--- src/rtl/des_key_sched.sv ---
`default_nettype none
// ============================================================================
//  Module   : des_key_sched
//  Purpose  : Sequential DES key schedule; emits the 16 round subkeys one per
//             handshake in encrypt (K1..K16) or decrypt (K16..K1) order.
//  Revision : 1.0  initial release
// ============================================================================
module des_key_sched (
    input  logic        clk,
    input  logic        rst,
    input  logic        start,
    input  logic        decrypt,
    input  logic [63:0] key_in,
    output logic [47:0] subkey,
    output logic        subkey_valid,
    input  logic        subkey_ready,
    output logic [3:0]  round,
    output logic        busy,
    output logic        done
);

    localparam logic [0:0] ST_IDLE = 1'b0;
    localparam logic [0:0] ST_EMIT = 1'b1;

    localparam int PC1_TAB [56] = '{
        57, 49, 41, 33, 25, 17,  9,
         1, 58, 50, 42, 34, 26, 18,
        10,  2, 59, 51, 43, 35, 27,
        19, 11,  3, 60, 52, 44, 36,
        63, 55, 47, 39, 31, 23, 15,
         7, 62, 54, 46, 38, 30, 22,
        14,  6, 61, 53, 45, 37, 29,
        21, 13,  5, 28, 20, 12,  4
    };

    localparam int PC2_TAB [48] = '{
        14, 17, 11, 24,  1,  5,
         3, 28, 15,  6, 21, 10,
        23, 19, 12,  4, 26,  8,
        16,  7, 27, 20, 13,  2,
        41, 52, 31, 37, 47, 55,
        30, 40, 51, 45, 33, 48,
        44, 49, 39, 56, 34, 53,
        46, 42, 50, 36, 29, 32
    };

    // Bit i set means round i's shift is one position; all others shift by two.
    localparam logic [15:0] SINGLE_SHIFT = 16'b1000_0001_0000_0011;

    function automatic logic [55:0] pc1(input logic [63:0] k);
        logic [55:0] r;
        r = '0;
        for (int j = 0; j < 56; j++) begin
            r[55-j] = k[64-PC1_TAB[j]];
        end
        return r;
    endfunction

    function automatic logic [47:0] pc2(input logic [55:0] cd);
        logic [47:0] r;
        r = '0;
        for (int j = 0; j < 48; j++) begin
            r[47-j] = cd[56-PC2_TAB[j]];
        end
        return r;
    endfunction

    function automatic logic [27:0] rotl28(input logic [27:0] x, input logic by_two);
        return by_two ? {x[25:0], x[27:26]} : {x[26:0], x[27]};
    endfunction

    function automatic logic [27:0] rotr28(input logic [27:0] x, input logic by_two);
        return by_two ? {x[1:0], x[27:2]} : {x[0], x[27:1]};
    endfunction

    logic [0:0]  state_q, state_d;
    logic [27:0] c_q, c_d;
    logic [27:0] d_q, d_d;
    logic [3:0]  round_q, round_d;
    logic        mode_q, mode_d;
    logic        done_q, done_d;

    logic [55:0] w_cd_load;
    logic [3:0]  w_round_next;
    logic        w_left_two;
    logic        w_right_two;
    logic        unused_parity;

    assign w_cd_load     = pc1(key_in);
    assign w_round_next  = round_q + 4'd1;
    assign w_left_two    = ~SINGLE_SHIFT[w_round_next];
    assign w_right_two   = ~SINGLE_SHIFT[4'd15 - round_q];
    assign unused_parity = ^{key_in[56], key_in[48], key_in[40], key_in[32],
                             key_in[24], key_in[16], key_in[8],  key_in[0]};

    always_ff @(posedge clk) begin
        if (rst) begin
            state_q <= ST_IDLE;
            c_q     <= '0;
            d_q     <= '0;
            round_q <= '0;
            mode_q  <= 1'b0;
            done_q  <= 1'b0;
        end else begin
            state_q <= state_d;
            c_q     <= c_d;
            d_q     <= d_d;
            round_q <= round_d;
            mode_q  <= mode_d;
            done_q  <= done_d;
        end
    end

    always_comb begin
        state_d = state_q;
        c_d     = c_q;
        d_d     = d_q;
        round_d = round_q;
        mode_d  = mode_q;
        done_d  = 1'b0;
        case (state_q)
            ST_IDLE: begin
                if (start) begin
                    // Decrypt starts from C0/D0, which already equals C16/D16.
                    if (decrypt) begin
                        c_d = w_cd_load[55:28];
                        d_d = w_cd_load[27:0];
                    end else begin
                        c_d = rotl28(w_cd_load[55:28], 1'b0);
                        d_d = rotl28(w_cd_load[27:0], 1'b0);
                    end
                    mode_d  = decrypt;
                    round_d = 4'd0;
                    state_d = ST_EMIT;
                end
            end
            ST_EMIT: begin
                if (subkey_ready) begin
                    if (round_q == 4'd15) begin
                        state_d = ST_IDLE;
                        round_d = 4'd0;
                        done_d  = 1'b1;
                    end else begin
                        round_d = w_round_next;
                        if (mode_q) begin
                            c_d = rotr28(c_q, w_right_two);
                            d_d = rotr28(d_q, w_right_two);
                        end else begin
                            c_d = rotl28(c_q, w_left_two);
                            d_d = rotl28(d_q, w_left_two);
                        end
                    end
                end
            end
            default: state_d = ST_IDLE;
        endcase
    end

    always_comb begin
        subkey_valid = (state_q == ST_EMIT);
        busy         = (state_q == ST_EMIT);
        subkey       = pc2({c_q, d_q});
        round        = round_q;
        done         = done_q;
    end

endmodule
`default_nettype wire

--- config.mk ---
export PLATFORM = sky130hd
export DESIGN_NAME = des_key_sched
export DESIGN_NICKNAME = d
export VERILOG_FILES = /design/src/rtl/des_key_sched.sv
export SDC_FILE = /design/constraint.sdc
export NUM_CORES = 1
export LEC_CHECK = 0
export BUFFER_PORTS_ARGS = -buffer_cell sky130_fd_sc_hd__buf_4
export CAP_MARGIN = 20
export CORE_ASPECT_RATIO = 1.25
export CORE_UTILIZATION = 44
export CTS_BUF_LIST = sky130_fd_sc_hd__clkbuf_8
export CTS_CLUSTER_SIZE = 24
export DETAILED_ROUTE_END_ITERATION = 12
export PLACE_DENSITY = 0.69
export SETUP_SLACK_MARGIN = 0.1
export SLEW_MARGIN = 20
export SYNTH_ARGS = -nofsm -noshare
export SYNTH_HDL_FRONTEND = slang
export SYNTH_SLANG_ARGS = --single-unit
--- constraint.sdc ---
create_clock -name clk -period 3.1 [get_ports clk]
set_input_delay 0.31 -clock clk [delete_from_list [all_inputs] [get_ports clk]]
set_output_delay 0.31 -clock clk [all_outputs]
set_load 0.02 [all_outputs]
==> qor.csv, run 1 <==
stage;metric;value;unit
floorplan;area of the core;12300;um^2
final_layout;area grow syn2layout;13.5;%
synthesis;Primary FF master, synth;dfxtp_1;
clock_tree;H-tree Lvls;3;
setup_path;Setup crit start kind;flip-flop;
power_and_ir_drop;Clk pwr share;29.5;%
sta;Clock Skew;12.9;ps
global_routing;vias in the first global route;5255;
global_routing;Global Route Usage Sum;24.9;%
sta;max-slew violations;0;
clock_tree;Post-CTS Setup Repair Bufs;0;
clock_tree;clock buffer count from CTS;9;
clock_tree;clock buffer depth;2;
power_and_ir_drop;sequential power share;39.4;%
sta;setup TNS;0;ps
power_and_ir_drop;LEAKAGE;2.58;nW
placed_design;Post-DP HPWL;10900;um
sta;maximum clock frequency;362;MHz
synthesis;Netlist cell types;40;
job;Max-Cap Viols;0;
synthesis;post-synthesis sequential area ratio;22.6;%
routing;1st-pass router iterations;5;
outcome;status;finished clean;
final_layout;most frequent cells in the layout;mux2i_1 (135), buf_4 (134), nor3_1 (95);
synthesis;Cells after Synth;708;
floorplan;Starting Density;45.5;%
placed_design;Placed Area;6150;um^2
global_routing;largest net degree at the start of global routing;66;
sta;Final setup violation count;0;
synthesis;synth warn;0;
sta;Final Cycle Share;89.2;%
synthesis;Syn Nets;782;
clock_tree;# clock sinks;63;
synthesis;post-synthesis async set-or-reset flop share;0;%
setup_path;Worst Path Max Fanout;22;
synthesis;count of state elements after synthesis;63;
power_and_ir_drop;P_int;1.58;mW
setup_path;CP required;3360;ps
final_layout;finished layout cell area;6340;um^2
sta;worst slew pin tran;891;ps
synthesis;EDFF count, synth;0;
placed_design;PortBufs;115;
clock_tree;PostCTS Resize Cnt;0;
power_and_ir_drop;Max VDD drop;0.234;mV
routing;routed len/inst;17.7;um
placed_design;GP Congestion;0.859;
floorplan;Die ar.;13200;um^2
floorplan;Die H;128;um
sta;final hold violation count;0;
power_and_ir_drop;combinational share of power;31.1;%
synthesis;Yosys top cell area share;24.2;%
sta;Relative slew margins;40.6;%
floorplan;die extent in x;103;um
power_and_ir_drop;Net Sw Frac;34.9;%
final_layout;share of cells above drive strength 1;21.6;%
floorplan;I/O pin count;124;
setup_path;Worst Path Arrival;3020;ps
routing;DR DRC count;0;
global_routing;initial antenna violation count;0;
setup_path;CP Capture Type;flip-flop;
global_routing;GRT Residual Overflow;0;
power_and_ir_drop;pwr/cell area;384;nW/um^2
final_layout;Layout fillers;1225;
routing;Via density;6.12;
routing;drt initial violations;344;
final_layout;most common cell after layout, fill and taps aside;mux2i_1;
sta;RSZ-0062 raised after global routing;no;
setup_path;type of the worst setup path;flip-flop to flip-flop;
routing;post-route ant nets;0;
clock_tree;count of hold-fix buffers inserted at cts;0;
clock_tree;clk_lat worst skew;360;ps
global_routing;global-route wire length before repair;26000;um
synthesis;mapped cell area;5590;um^2
final_layout;ANT cells;0;
sta;Final min period;2770;ps
synthesis;syn avg cell area;7.89;um^2
clock_tree;register clock-pin slew on the reported worst setup and hold paths;80;ps
clock_tree;CTS tree;built;
floorplan;# rows;45;
final_layout;Layout Nets;810;
synthesis;Area contributors post-synth;mux2i_1 (24%), dfxtp_1 (23%), nor3_1 (8.5%), buf_4 (7.0%), o22a_1 (5.3%);
power_and_ir_drop;NetSw;0.850;mW
synthesis;Yosys top cell by area;mux2i_1;
routing;via count;5541;
routing;WL final;16100;um
clock_tree;root buf cell;clkbuf_8;
hold_path;min-delay worst type;input port to flip-flop;
## state kept, by name, summed over array words and instances (netlist names)
register  flops
round         4
busy          1
mode_q        1
c_q          28
done          1
d_q          28
## cell usage after synthesis, drive strengths merged (2+ instances only)
cell	instances
a211oi	2
xnor2	2
o32ai	18
a41o	2
dfxtp	63
and3	2
mux2i	135
inv	3
buf	80
nor3	95
nor2	35
a311o	18
nand2	50
a221oi	2
ha	5
o21ai	40
mux2	3
a21oi	60
nand3	3
o221ai	2
o22a	34
nand2b	5
o21a	2
clkbuf	38
## worst paths after layout
kind,from,to,slack (ps),cells after the start
setup reg to reg,round[1]$_SDFFE_PP0P_,c_q[10]$_SDFFE_PP0P_,330,6
hold / removal,start,busy$_SDFF_PP0_,250,3
setup / recovery,round[1]$_SDFFE_PP0P_,c_q[10]$_SDFFE_PP0P_,330,6
hold reg to reg,busy$_SDFF_PP0_,busy$_SDFF_PP0_,560,2
## worst max-delay path, cell delays in order (launching register included)
cell	delay, ps
dfxtp_1	500
ha_1	480
o21ai_0	270
o21ai_4	750
buf_4	340
nor3_1	60
o32ai_1	280
## kinds of logic (layout without fill, tap and decap cells)
logic type	Yosys count	after routing	synth area share, %
adder cells (fa/ha/maj)	5	5	1.12
multiplexers	138	138	24.8
AO/OA/AOI/OAI	184	184	22.7
AND/OR/NAND/NOR	194	194	15.8
XOR/XNOR	3	3	0.470
buffers and inverters	121	154	12.6
flip-flops	63	63	22.6
## stage by stage
step | hold slack [ps] | setup WS, ps | std cells | util, % | total power [mW]
floorplan | 482 | 951 | 708 | - | 1.52
global placement | 539 | 470 | 889 | 50.1 | 1.71
detailed placement | 546 | 377 | 889 | 50.1 | 1.73
CTS | 237 | 380 | 905 | 51.7 | 2.44
global route | 274 | 117 | 905 | 51.7 | 2.56
finish | 253 | 335 | 905 | 51.7 | 2.43
## power groups by stage
stage               registers (mW)  logic (mW)  clock network [mW]
global route                 0.970       0.821               0.766
global placement             0.975       0.734                   0
finish                       0.960       0.756               0.718
floorplan                    0.944       0.575                   0
detailed placement           0.977       0.752                   0
CTS                          0.958       0.753               0.731
## final cells by class
class	count	area, um^2	share of cell area, %
Clock buffer	10	138	2.17
Clock inverter	6	52.6	0.829
Inverter	3	11.3	0.178
Multi-Input combinational cell	524	3640	57.5
Sequential cell	63	1260	19.9
Tap cell	164	205	3.24
Timing Repair Buffer	135	1030	16.2
## layer usage
layer  vias to the layer above  global-route usage, %  part of all wire (%)
li1                       2641                      -                     -
met1                      2646                   30.7                    42
met2                       223                   41.4                    49
met3                        31                   3.87                   6.0
met4                         0                   13.1                   2.5
met5                         -                      0                     0
(Power assumes the default switching activity.)
==> inputs of run 2 (changes only) <==
Settings changed: SETUP_SLACK_MARGIN 0.1 to 0.5.
==> qor.csv, run 2 (synthesis results as in run 1) <==
stage;metric;value;unit
final_layout;share of cells above drive strength 1;22.7;%
clock_tree;root buf cell;clkbuf_8;
routing;WL final;16500;um
clock_tree;register clock-pin slew on the reported worst setup and hold paths;70;ps
outcome;status;finished clean;
final_layout;area grow syn2layout;15.0;%
hold_path;min-delay worst type;input port to flip-flop;
job;Max-Cap Viols;0;
setup_path;WP depth;8;
sta;final hold violation count;0;
setup_path;reg2reg end;c_q[10]$_SDFFE_PP0P_;
global_routing;GRT Residual Overflow;0;
setup_path;CP endpoint;c_q[10]$_SDFFE_PP0P_;
global_routing;met3 Track Usage GR;3.76;%
routing;DR DRC count;0;
sta;RSZ-0062 raised after global routing;no;
final_layout;most common cell after layout, fill and taps aside;buf_4;
setup_path;CP required;3350;ps
setup_path;Worst Path Max Fanout;14;
floorplan;Die ar.;13200;um^2
floorplan;Die H;128;um
floorplan;die extent in x;103;um
final_layout;Layout Nets;815;
setup_path;CP Buf/Inv Count;2;
clock_tree;clk_lat worst skew;360;ps
clock_tree;clock buffer count from CTS;9;
placed_design;GP Congestion;0.859;
sta;Relative slew margins;40.4;%
power_and_ir_drop;LEAKAGE;2.61;nW
sta;setup TNS;0;ps
power_and_ir_drop;Clk pwr share;29.2;%
global_routing;GRT busiest layer;met2;
power_and_ir_drop;sequential power share;39.2;%
power_and_ir_drop;combinational share of power;31.6;%
routing;1st-pass router iterations;5;
clock_tree;clock buffer depth;2;
clock_tree;CTS tree;built;
power_and_ir_drop;Net Sw Frac;35.0;%
floorplan;I/O pin count;124;
final_layout;ANT cells;0;
final_layout;most frequent cells in the layout;buf_4 (137), mux2i_1 (134), nor3_1 (94);
sta;worst slew pin tran;894;ps
sta;Clock Skew;11.8;ps
floorplan;area of the core;12300;um^2
global_routing;global-route wire length before repair;26200;um
power_and_ir_drop;pwr/cell area;381;nW/um^2
global_routing;Global Route Usage Sum;25.3;%
sta;max-slew violations;0;
power_and_ir_drop;NetSw;0.857;mW
setup_path;r2r startpoint;round[0]$_SDFFE_PP0P_;
clock_tree;H-tree Lvls;3;
routing;post-route ant nets;0;
floorplan;Starting Density;45.5;%
setup_path;Top delay family on crit path;compound AO/OA/AOI/OAI gates;
global_routing;met2 Track Usage GR;42.0;%
sta;maximum clock frequency;401;MHz
routing;drt initial violations;389;
setup_path;worst r2r path cells;8;
power_and_ir_drop;Max VDD drop;0.233;mV
global_routing;initial antenna violation count;0;
routing;via count;5612;
clock_tree;# clock sinks;63;
routing;Via density;6.17;
placed_design;Post-DP HPWL;10900;um
global_routing;met1 global-route usage;31.2;%
placed_design;PortBufs;115;
sta;Final min period;2490;ps
floorplan;# rows;45;
setup_path;type of the worst setup path;flip-flop to flip-flop;
setup_path;crit path cell chain;inv_1 > ha_1 > mux2i_2 > o21a_4 > buf_4 > nand2_1 > a311o_1 > o32ai_1;
power_and_ir_drop;total power;2.45;mW
setup_path;Worst Path Arrival;2750;ps
setup_path;setup slack, reg-to-reg;610;ps
sta;Final setup violation count;0;
setup_path;slowest library cell on the worst path;dfxtp_1;
global_routing;largest net degree at the start of global routing;66;
setup_path;CP Capture Type;flip-flop;
setup_path;CP max stage delay;470;ps
routing;routed len/inst;18.2;um
global_routing;vias in the first global route;5269;
sta;Final Cycle Share;80.4;%
setup_path;crit path from;round[0]$_SDFFE_PP0P_;
power_and_ir_drop;P_int;1.59;mW
setup_path;Setup crit start kind;flip-flop;
-- run 2: cell type report --
class                   count  area, um^2
clock inverters             6        52.6
inverters                   3        11.3
fillers                  1212        5850
clock buffers              10         138
repair buffers            138        1050
multi-input cells         526        3700
well taps                 164         205
flip-flops and latches     63        1260
-- run 2: worst reg2reg max path, delay by kind of cell (launching register included) --
family	cells	cell delay [ps]
AOI/OAI and AO/OA	3	930
adders and majority gates	1	230
muxes	1	280
buffers and inverters	2	410
DFF	1	470
and+or+nand+nor	1	80
-- run 2: metal layers --
metal / part of all wire, % / vias to the layer above / routed length (um)
met2: 49 / 253 / 8100
li1: - / 2662 / -
met4: 2.7 / 0 / 445
met1: 42 / 2661 / 6940
met5: 0 / - / 0
met3: 6.3 / 36 / 1050
-- run 2: power groups by stage --
| stage | registers, mW | logic (mW) | clock network (mW) |
|---|---|---|---|
| final | 0.960 | 0.774 | 0.715 |
| after detailed placement | 0.977 | 0.752 | 0 |
| after CTS | 0.958 | 0.760 | 0.731 |
| after global routing | 0.971 | 0.837 | 0.766 |
| after floorplan | 0.944 | 0.575 | 0 |
| after global placement | 0.975 | 0.734 | 0 |
-- run 2: worst min path at each step --
| stage | startpoint | endpoint | depth (start not counted) | slack (ps) |
|---|---|---|---|---|
| floorplan | start | busy$_SDFF_PP0_ | 2 | 480 |
| global placement | busy$_SDFF_PP0_ | busy$_SDFF_PP0_ | 2 | 540 |
| detailed placement | busy$_SDFF_PP0_ | busy$_SDFF_PP0_ | 2 | 550 |
| CTS | start | busy$_SDFF_PP0_ | 3 | 240 |
| global route | start | busy$_SDFF_PP0_ | 3 | 270 |
| finish | start | busy$_SDFF_PP0_ | 3 | 250 |
-- run 2: repair_timing --
action / CTS / global route
pin swaps: 1 / 1
setup endpoints to repair: 33 / 54
setup buffers: 2 / 1
cloned: 1 / 1
hold buffers: 0 / 0
resized for setup: 1 / 8
-- run 2: through the flow --
stage | setup WS (ps) | util, % | hold slack (ps) | cell area (um^2) | instances
after CTS | 532 | 51.9 | 237 | 6370 | 908
after global placement | 470 | 50.1 | 539 | 6150 | 889
after detailed placement | 377 | 50.1 | 546 | 6150 | 889
after global routing | 527 | 52.3 | 274 | 6420 | 910
final | 609 | 52.3 | 254 | 6420 | 910
after floorplan | 951 | - | 482 | 5590 | 708
